`config.mk`:
```
export PLATFORM = sky130hd
export DESIGN_NAME = blinky_rgb
export DESIGN_NICKNAME = d
export VERILOG_FILES = /design/src/rtl/blinky_rgb.sv
export SDC_FILE = /design/constraint.sdc
export NUM_CORES = 1
export LEC_CHECK = 0
export CAP_MARGIN = 5
export CORE_ASPECT_RATIO = 0.75
export CORE_MARGIN = 4
export CORE_UTILIZATION = 55
export CTS_CLUSTER_DIAMETER = 200
export CTS_CLUSTER_SIZE = 25
export DETAILED_ROUTE_END_ITERATION = 16
export GPL_ROUTABILITY_DRIVEN = 0
export PLACE_DENSITY = 0.76
export SETUP_SLACK_MARGIN = 0.3
export SLEW_MARGIN = 20
export SYNTH_ARGS = -nofsm -noshare
export SYNTH_HDL_FRONTEND = slang
export SYNTH_SLANG_ARGS = --single-unit
```
`constraint.sdc`:
```
create_clock -name clk_25m -period 6.1 [get_ports clk_25m]
set_input_delay 1.22 -clock clk_25m [delete_from_list [all_inputs] [get_ports clk_25m]]
set_output_delay 1.22 -clock clk_25m [all_outputs]
set_load 0.01 [all_outputs]
```
`src/rtl/blinky_rgb.sv`:
```
// Free-running RGB LED pattern generator: counter bits select the colour,
// a fixed-duty PWM dims each lit channel, and the pins are active-low.
module blinky_rgb #(
  parameter int CNT_WIDTH = 24,
  parameter int BASE_BIT  = 21,
  parameter int PWM_BITS  = 8,
  parameter int DUTY      = 64
) (
  input  logic clk_25m,
  input  logic rst,
  output logic led_r,
  output logic led_g,
  output logic led_b
);

  localparam int PW = PWM_BITS + 1;

  // One extra bit lets DUTY = 2^PWM_BITS compare as always-on.
  function automatic logic pwm_gate(input logic [PWM_BITS-1:0] phase);
    logic [PW-1:0] phase_ext;
    logic [PW-1:0] duty_ext;
    phase_ext = {1'b0, phase};
    duty_ext  = PW'(DUTY);
    return phase_ext < duty_ext;
  endfunction

  logic [CNT_WIDTH-1:0] cnt;
  logic [2:0]           colour;
  logic                 pwm_on;
  logic [2:0]           lit;
  logic                 unused_cnt_bits;

  assign colour = cnt[BASE_BIT+2:BASE_BIT];
  assign pwm_on = pwm_gate(cnt[PWM_BITS-1:0]);
  assign lit    = colour & {3{pwm_on}};

  // Middle counter bits only set the step length.
  assign unused_cnt_bits = ^cnt;

  // Stage p0 -> p1: counter value registered onto the LED pins
  always_ff @(posedge clk_25m) begin
    if (rst) begin
      cnt                   <= '0;
      {led_b, led_g, led_r} <= 3'b111;
    end else begin
      cnt                   <= cnt + 1'b1;
      {led_b, led_g, led_r} <= ~lit;
    end
  end

endmodule

```
==> flow_metrics.tcl <==
set metrics [dict create \
    ys_warn_count 0 \
    syn2layout_area_growth_pct 6.09 \
    synth_area_per_cell_um2 8.90 \
    max-vdd-ir-drop_mv 0.200 \
    cp.required_ns 6.32 \
    path_cells "clkdlybuf4s50_1 -> nor3_1 -> nand2_1" \
    synthCells 127 \
    startpoint_type "input pin" \
    clk_pin_slew_ns 0.14 \
    chipHeight_um 47.3 \
    leakage_nw 0.370 \
    vias 882 \
    vias_per_cell 5.84 \
    route.detailed.drc 0 \
    ys_ff_latch 27 \
    maxSlewHeadroom_pct 41.1 \
    cts_made_buffers 3 \
    hold_violations 0 \
    initialDrtViolationCount 23 \
    reg2reg_depth 5 \
    cts_tree "built" \
    grt_max_degree 26 \
    cts_max_level 1 \
    drt_wl_total_um 2040 \
    syn-num-nets 130 \
    fin_setup_tns_ns 0 \
    clk_path_buf_depth 2 \
    fp.coreArea_mm2 0.00184 \
    setup_viol 0 \
    io_buffers 4 \
    dp_hpwl_um 1480 \
    worstPathMaxFanout 25 \
    root_buffer "clkbuf_4" \
    startpoint "rst" \
    reg2reg_from "cnt[1]" \
    grt_usage_pct 16.9 \
    nNetsFinal 133 \
    whs_path_depth 1 \
    antenna_cells 0 \
    first_pass_iters 4 \
    ys_seq_area_share_pct 47.8 \
    cap_violations 0 \
    critical_path_arrival_ns 2.70 \
    hold_start "cnt[23]" \
    ys_types 25 \
    clk_latency_ns 0.32 \
    p_per_area_mw_per_mm2 218 \
    cts_setup_buffers 0 \
    grt-ovfl-total 0 \
    grt_setup_unrepaired "no" \
    fillerInstances 168 \
    wl_per_cell_um 13.5 \
    fmax_mhz 403 \
    stdcell_area_mm2 0.00120 \
    antenna_found_initial 0 \
    numClockSinks 27 \
    grt_pass1_vias 758 \
    initial_core_util_pct 61.5 \
    timing.final.crit_share_pct 40.7 \
    cts_resized 0 \
    io_pins 5 \
    crit_slowest_cell "clkdlybuf4s50_1" \
    tightestPinTransition_ns 0.880 \
    dpl-instance-area_mm2 0.00117 \
    grt_first_pass_wirelength_um 3440 \
    r2r_slack_ns 3.96 \
    hp-class "flop to flop" \
    clock_skew_ns 0.00794 \
    synth_area_mm2 0.00113 \
    ant_nets 0 \
    cts-hold-fix-buffers 0 \
    layout-drive-gt1-share_pct 5.43 \
    hold_ws_ns 0.437 \
    fin_util_pct 65.2 \
    die_w_um 60.3 \
    maxSlewViolCount 0 \
    status "complete, no violations" \
    die-area_mm2 0.00285 \
    cp_slowest_stage_delay_ns 0.86 \
    critPathKind "input pin to flop" \
    endpoint_kind "flop" \
    row_count 13 \
    fin_crit_ns 2.48 \
]
sequential cells by signal, summed over array words and instances (netlist names):
signal	cells
cnt	24
led_b	1
led_g	1
led_r	1
through the flow:
stage / instances / total power, mW / worst slack (ns)
6_report: 151 / 0.261 / 3.62
5_1_grt: 151 / 0.276 / 3.54
4_1_cts: 151 / 0.263 / 3.61
3_5_place_dp: 147 / 0.191 / 3.26
3_3_place_gp: 147 / 0.190 / 3.38
2_1_floorplan: 127 / 0.189 / 4.19
metal layers:
metal / up-vias / global-route usage [%] / part of all wire [%] / wire length (µm)
met5: - / 0 / 0 / 0
met4: 0 / 6.19 / 1.0 / 21
met3: 4 / 6.04 / 5.2 / 106
met2: 17 / 26.3 / 45 / 927
met1: 409 / 21.7 / 48 / 988
li1: 452 / - / - / -
worst max-delay path: cells and delay by family:
kind	cells	cell delay (ns)
buffers and inverters	1	0.86
and+or+nand+nor	2	0.61
cell type report:
cell class	instances	area, µm²	share of cell area, %
Inverter	3	11.3	0.939
Timing Repair Buffer	4	40.0	3.34
Clock buffer	4	26.3	2.19
Multi-Input combinational cell	91	553	46.1
Sequential cell	27	541	45.1
Tap cell	22	27.5	2.30
cell usage in the layout (no fill, tap or decap), drive strengths merged:
| cell type | count |
|---|---|
| dfxtp | 27 |
| nor2 | 15 |
| a21oi | 10 |
| nand3 | 9 |
| xnor2 | 8 |
| o21ai | 7 |
| or3 | 7 |
| nand4 | 7 |
| nand2 | 6 |
| or4 | 5 |
| xor2 | 4 |
| nor3 | 4 |
| clkdlybuf4s50 | 4 |
| clkbuf | 4 |
| inv | 3 |
| o31ai | 3 |
| and4 | 2 |
| and3 | 2 |
| nor2b | 1 |
| ha | 1 |
path summary, 6_finish.rpt:
| kind | endpoint |
|---|---|
| setup reg to reg | cnt[18] |
| hold / removal | led_b |
| setup / recovery | led_r |
| hold reg to reg | led_b |
cells by family after synthesis:
kind of cell / after synthesis / synth area share [%]
AND/OR/NAND/NOR: 58 / 29.0
flip-flops: 27 / 47.8
AO/OA/AOI/OAI: 20 / 9.52
XOR/XNOR: 12 / 9.30
buffers and inverters: 9 / 3.21
adder cells (fa/ha/maj): 1 / 1.11
where the power goes:
| part | switching [mW] | internal (mW) |
|---|---|---|
| registers | 0.00287 | 0.178 |
| logic | 0.00369 | 0.00225 |
| clock network | 0.0488 | 0.0256 |
Yosys cell counts:
master | instances | area, µm²
a21oi_1 | 10 | 50.1
o31ai_1 | 3 | 22.5
nand2_1 | 6 | 22.5
and3_1 | 1 | 6.26
inv_1 | 3 | 11.3
or3_1 | 7 | 43.8
nand3_2 | 1 | 10.0
xor2_1 | 4 | 35.0
nand4_1 | 6 | 37.5
nor2_1 | 15 | 56.3
buf_2 | 1 | 5.00
ha_1 | 1 | 12.5
and3_2 | 1 | 7.51
and4_1 | 2 | 17.5
clkbuf_1 | 4 | 15.0
o21ai_0 | 7 | 35.0
nor3_1 | 4 | 20.0
or4_1 | 4 | 30.0
xnor2_1 | 8 | 70.1
or4_2 | 1 | 8.76
clkbuf_2 | 1 | 5.00
nand4_4 | 1 | 21.3
nand3_1 | 8 | 40.0
nor2b_1 | 1 | 6.26
dfxtp_1 | 27 | 541
(Power assumes the default switching activity.)
